**src/rtl/mx_blk_dequant_pkg.sv**
```systemverilog
// Shared defaults and the output beat layout for the MX block dequantiser.
package mx_pkg;

   localparam int DEF_WIDTH_I    = 4;
   localparam int DEF_WIDTH_O    = 24;
   localparam int DEF_BLOCK_SIZE = 32;
   localparam int DEF_SCALE_W    = 8;

   // E8M0 reserves the all-ones exponent as NaN
   localparam logic [DEF_SCALE_W-1:0] NAN_SCALE = 8'hFF;

   typedef struct packed {
      logic [DEF_WIDTH_O-1:0] man;
      logic [DEF_SCALE_W-1:0] exp;
      logic                   last;
      logic                   nan;
   } beat_t;

endpackage

```
**src/rtl/mx_blk_dequant_pipe_stage.sv**
```systemverilog
// Single elastic register slice: full-throughput valid/ready with output hold under backpressure.
module mx_pipe_stage #(
   parameter int width = 8
) (
   input  logic             clk,
   input  logic             rst,
   input  logic             up_valid,
   output logic             up_ready,
   input  logic [width-1:0] up_data,
   output logic             dn_valid,
   input  logic             dn_ready,
   output logic [width-1:0] dn_data
);

   assign up_ready = ~dn_valid | dn_ready;

   // slot refills whenever it is empty or being drained this cycle
   always_ff @(posedge clk) begin
      if (rst) begin
         dn_valid <= 1'b0;
         dn_data  <= '0;
      end else if (up_ready) begin
         dn_valid <= up_valid;
         if (up_valid) begin
            dn_data <= up_data;
         end
      end
   end

endmodule

```
**src/rtl/mx_blk_dequant.sv**
```systemverilog
// MX block dequantiser: left-aligns element mantissas and attaches the shared block exponent.
// Optional NaN-scale handling is enabled by defining MX_DEQ_NAN_EN.
module mx_blk_dequant
   import mx_pkg::*;
#(
   parameter int width_i    = DEF_WIDTH_I,
   parameter int width_o    = DEF_WIDTH_O,
   parameter int block_size = DEF_BLOCK_SIZE,
   parameter int scale_w    = DEF_SCALE_W
) (
   input  logic               i_clk,
   input  logic               i_rst,
   input  logic               i_valid,
   output logic               o_ready,
   input  logic [scale_w-1:0] i_scale,
   input  logic [width_i-1:0] i_elem,
   output logic               o_valid,
   input  logic               i_ready,
   output logic [width_o-1:0] o_man,
   output logic [scale_w-1:0] o_exp,
   output logic               o_last,
   output logic               o_nan
);

   localparam int cnt_w  = (block_size > 1) ? $clog2(block_size) : 1;
   localparam int beat_w = width_o + scale_w + 2;
   localparam logic [cnt_w-1:0] cnt_last = cnt_w'(block_size - 1);

   logic [cnt_w-1:0]   cnt;
   logic [scale_w-1:0] scale_q;
   logic [scale_w-1:0] blk_scale;
   logic               in_xfer;
   logic               s1_ready;
   logic               s1_valid;
   logic               s2_ready;
   logic               s2_valid;
   logic [width_o-1:0] man_al;
   logic [width_o-1:0] man_d;
   logic [scale_w-1:0] exp_d;
   logic               last_d;
   logic               nan_d;
   logic [beat_w-1:0]  beat_d;
   logic [beat_w-1:0]  s1_data;
   logic [beat_w-1:0]  s2_data;

   assign o_ready = s1_ready & ~i_rst;
   assign in_xfer = i_valid & o_ready;

   // the first element of a block must see its own scale, not the stale register
   assign blk_scale = (cnt == '0) ? i_scale : scale_q;
   assign man_al    = width_o'(i_elem) << (width_o - width_i);
   assign last_d    = (cnt == cnt_last);

   // element position within the block and the captured block exponent
   always_ff @(posedge i_clk) begin
      if (i_rst) begin
         cnt     <= '0;
         scale_q <= '0;
      end else if (in_xfer) begin
         cnt <= (cnt == cnt_last) ? '0 : cnt + 1'b1;
         if (cnt == '0) begin
            scale_q <= i_scale;
         end
      end
   end

   // element expansion; zero elements carry no exponent
   always_comb begin
      man_d = '0;
      exp_d = '0;
      nan_d = 1'b0;
      if (i_elem != '0) begin
         man_d = man_al;
         exp_d = blk_scale;
      end else begin
         man_d = '0;
         exp_d = '0;
      end
`ifdef MX_DEQ_NAN_EN
      if (blk_scale == {scale_w{1'b1}}) begin
         nan_d = 1'b1;
         man_d = '1;
         exp_d = blk_scale;
      end else begin
         nan_d = 1'b0;
      end
`else
      nan_d = 1'b0;
`endif
   end

   assign beat_d = {man_d, exp_d, last_d, nan_d};

   mx_pipe_stage #(.width(beat_w)) u_stage1 (
      .clk      (i_clk),
      .rst      (i_rst),
      .up_valid (i_valid),
      .up_ready (s1_ready),
      .up_data  (beat_d),
      .dn_valid (s1_valid),
      .dn_ready (s2_ready),
      .dn_data  (s1_data)
   );

   mx_pipe_stage #(.width(beat_w)) u_stage2 (
      .clk      (i_clk),
      .rst      (i_rst),
      .up_valid (s1_valid),
      .up_ready (s2_ready),
      .up_data  (s1_data),
      .dn_valid (s2_valid),
      .dn_ready (i_ready),
      .dn_data  (s2_data)
   );

   assign o_valid = s2_valid;
   assign o_man   = s2_data[beat_w-1 -: width_o];
   assign o_exp   = s2_data[scale_w+1 -: scale_w];
   assign o_last  = s2_data[1];
   assign o_nan   = s2_data[0];

endmodule

```
**config.mk**
```make
export PLATFORM = sky130hd
export DESIGN_NAME = mx_blk_dequant
export DESIGN_NICKNAME = d
export VERILOG_FILES = /design/src/rtl/mx_blk_dequant_pkg.sv /design/src/rtl/mx_blk_dequant_pipe_stage.sv /design/src/rtl/mx_blk_dequant.sv
export SDC_FILE = /design/constraint.sdc
export NUM_CORES = 1
export LEC_CHECK = 0
export CAP_MARGIN = 10
export CELL_PAD_IN_SITES_DETAIL_PLACEMENT = 0
export CELL_PAD_IN_SITES_GLOBAL_PLACEMENT = 1
export CORE_ASPECT_RATIO = 0.6
export CORE_MARGIN = 2
export CORE_UTILIZATION = 38
export DETAILED_ROUTE_END_ITERATION = 8
export GPL_TIMING_DRIVEN = 0
export HOLD_SLACK_MARGIN = 0.02
export PLACE_DENSITY = 0.84
export SLEW_MARGIN = 0
export SYNTH_ARGS = -nofsm -noshare
export SYNTH_HDL_FRONTEND = slang
export SYNTH_SLANG_ARGS = --single-unit
export TNS_END_PERCENT = 10
```
**constraint.sdc**
```tcl
create_clock -name i_clk -period 2.6 [get_ports i_clk]
set_input_delay 0.26 -clock i_clk [delete_from_list [all_inputs] [get_ports i_clk]]
set_output_delay 0.26 -clock i_clk [all_outputs]
set_load 0.02 [all_outputs]
```
==> flow_summary.ini <==
[sta]
rsz0062_at_grt = false
period_minus_slack_ns = 2.22
fin_skew_ns = 0.00409
drv_slew = 0
period_share = 0.853
hold_viol = 0
finalSetupViolCount = 0
timing.setup.tns_ns = 0
fmax_ghz = 0.451
hold_slack_ns = 0.459

[drt]
vias = 1639
drt-initial-drc-count = 123
dr.pass1.iters = 4
wire_per_inst_microns = 12.9
drc = 0
wl_microns = 4440
vias_per_cell = 4.75
postRouteAntennaNets = 0

[placement]
postPlaceCellArea_sq_um = 2390
placedCellCount = 337
port_buffers = 29
dp_hpwl_microns = 3320
gp_congestion = 0.822

[floorplanning]
die_x_microns = 96.4
fp.dieH_microns = 59.4
start_util = 0.389
die_area_sq_um = 5730
ios = 52
num_rows = 20
core-area_sq_um = 5000

[global_routing]
grt_pass1_wl_microns = 7200
grt_start_max_net_pins = 14
grt_pass1_vias = 1510
track_usage = 0.168
overflow = 0
grt_antenna_before_repair = 0

[synthesis]
syn-cell-area_sq_um = 1950
synthTopCellsByArea = dfxtp_1, mux2i_1, buf_4, a21oi_1, o21ai_1
synth_warnings = 0
synth_top_area_share = 0.422
yosysUniqueCellTypes = 33
synth_top_cell_by_area = dfxtp_1
ys_ff_latch = 41
syn_inst = 222
syn_area_per_cell_sq_um = 8.76
yosysSeqAreaShare = 0.422

[worst_setup_path]
cp.required_ns = 2.34
arrival_ns = 1.96
critPathLaunchType = input pin
crit_type = in -> out
crit_path_cell_trace = clkdlybuf4s50_1 > and3b_1 > buf_2 > nor2_1 > clkdlybuf4s50_1
slowest_delay_ns = 0.61
crit_fanout = 10
cp_slowest_cell = clkdlybuf4s50_1
crit_top_cell = clkdlybuf4s50_1
end_kind = primary output

[run]
drv_cap = 0

[clock_tree]
clockRootBuffer = clkbuf_8
clock_latency_ns = 0.30
cts_max_path_buffers = 2
cts_resized = 0
cts_tree = built
path_clk_slew_ns = 0.08
postCtsHoldBufs = 0
cts_buffers = 5
cts_sinks = 41
h-tree-depth = 2
post_cts_buffers = 0

[run_status]
outcome = finished, final reports clean

[pwr]
peakVddDrop_mv = 0.228
power.leakage_nw = 1.03
powerDensity_nw_per_um2 = 546
total_power_mw = 1.36

[worst_hold_path]
hold_path_class = reg -> reg

[cells_and_area]
final_cells = 345
antenna_cells = 0
drive_gt1_frac = 0.147
area_growth_pct = 28.0
fillCellCount = 521
stdcell_area_sq_um = 2490
num-nets-final = 298
sequential cells by signal, summed over array words and instances, names as in the netlist:
name	count
u_stage1.dn_data	13
u_stage2.dn_data	13
scale_q	8
cnt	5
u_stage1.dn_valid	1
u_stage2.dn_valid	1
cells in the final DEF (no fill, tap or decap):
| master | instances |
|---|---|
| nor4b_4 | 1 |
| nand4_1 | 4 |
| buf_6 | 1 |
| nor3_1 | 1 |
| or4_1 | 1 |
| o21ai_1 | 21 |
| clkbuf_1 | 10 |
| dfxtp_1 | 41 |
| buf_4 | 21 |
| nand3_1 | 19 |
| nand2_1 | 16 |
| inv_2 | 3 |
| o31ai_1 | 1 |
| clkinv_4 | 1 |
| buf_1 | 1 |
| a21oi_1 | 24 |
| o32ai_1 | 8 |
| ha_1 | 4 |
| clkinv_2 | 1 |
| mux2i_1 | 16 |
| clkdlybuf4s50_1 | 29 |
| nand3b_1 | 1 |
| and3_2 | 2 |
| nor2_1 | 3 |
| a31oi_1 | 1 |
| and3_4 | 1 |
| nor2b_1 | 1 |
| a32o_2 | 1 |
| nor3b_1 | 1 |
| buf_12 | 1 |
| nand2b_1 | 1 |
| conb_1 | 21 |
| inv_1 | 11 |
| buf_2 | 2 |
| clkbuf_8 | 6 |
| and3b_1 | 1 |
| o211ai_1 | 1 |
routing by layer:
layer	share of wire	GRT usage	routed length (microns)	vias to the layer above
met5	0	0	0	-
met4	0.011	0.0483	51	0
met3	0.063	0.0509	278	7
met2	0.39	0.227	1750	44
met1	0.53	0.255	2360	737
li1	-	-	-	851
logic make-up (layout without fill, tap and decap cells):
logic type	count (synthesis)	after routing	share of synthesized area
AO/OA/AOI/OAI	57	57	0.168
AND/OR/NAND/NOR	53	53	0.149
other	1	21	0.00193
flip-flops	41	41	0.422
buffers and inverters	50	87	0.150
multiplexers	16	16	0.0823
adder cells (fa/ha/maj)	4	4	0.0257
cells in the mapped netlist, drive strengths merged:
cell / number
o211ai: 1
nand2: 16
or4: 1
clkbuf: 10
conb: 1
nor2b: 1
nor2: 3
nand4: 4
nand3: 19
nand2b: 1
nor3b: 1
ha: 4
and3: 3
o31ai: 1
nor3: 1
a31oi: 1
buf: 26
dfxtp: 41
a21oi: 24
inv: 14
o32ai: 8
nor4b: 1
o21ai: 21
mux2i: 16
nand3b: 1
a32o: 1
and3b: 1
worst paths after layout:
| path | slack, ns | cells past startpoint | endpoint | from |
|---|---|---|---|---|
| max | 0.38 | 5 | o_ready | i_ready |
| min | 0.46 | 2 | scale_q[7] | scale_q[7] |
| max reg2reg | 1.03 | 7 | scale_q[2] | cnt[0] |
| min reg2reg | 0.46 | 2 | scale_q[7] | scale_q[7] |
where the power goes:
part	leakage (nW)	internal (mW)	switching (mW)	total [mW]
registers	0.335	0.658	0.0202	0.679
clock network	0.0512	0.215	0.233	0.448
logic	0.645	0.109	0.124	0.233
total	1.03	0.982	0.378	1.36
critical path, delay by kind of cell:
kind | cells | cell delay, ns
buffers and inverters | 3 | 1.37
AND/OR/NAND/NOR | 2 | 0.33
metrics by stage:
step	util	worst slack, ns
final	0.498	0.382
after global routing	0.498	0.285
after CTS	0.498	0.380
after detailed placement	0.478	0.393
after global placement	0.478	0.405
after floorplan	-	1.18
final cells by class:
type	instances	area (sq um)	share of cell area
Sequential cell	41	821	0.330
Inverter	14	52.6	0.0211
Clock buffer	6	82.6	0.0332
Timing Repair Buffer	29	290	0.117
Clock inverter	2	13.8	0.00553
Tap cell	66	82.6	0.0332
Buffer	36	240	0.0965
Multi-Input combinational cell	151	907	0.364
Note: power is estimated with default switching activity, not from simulation.
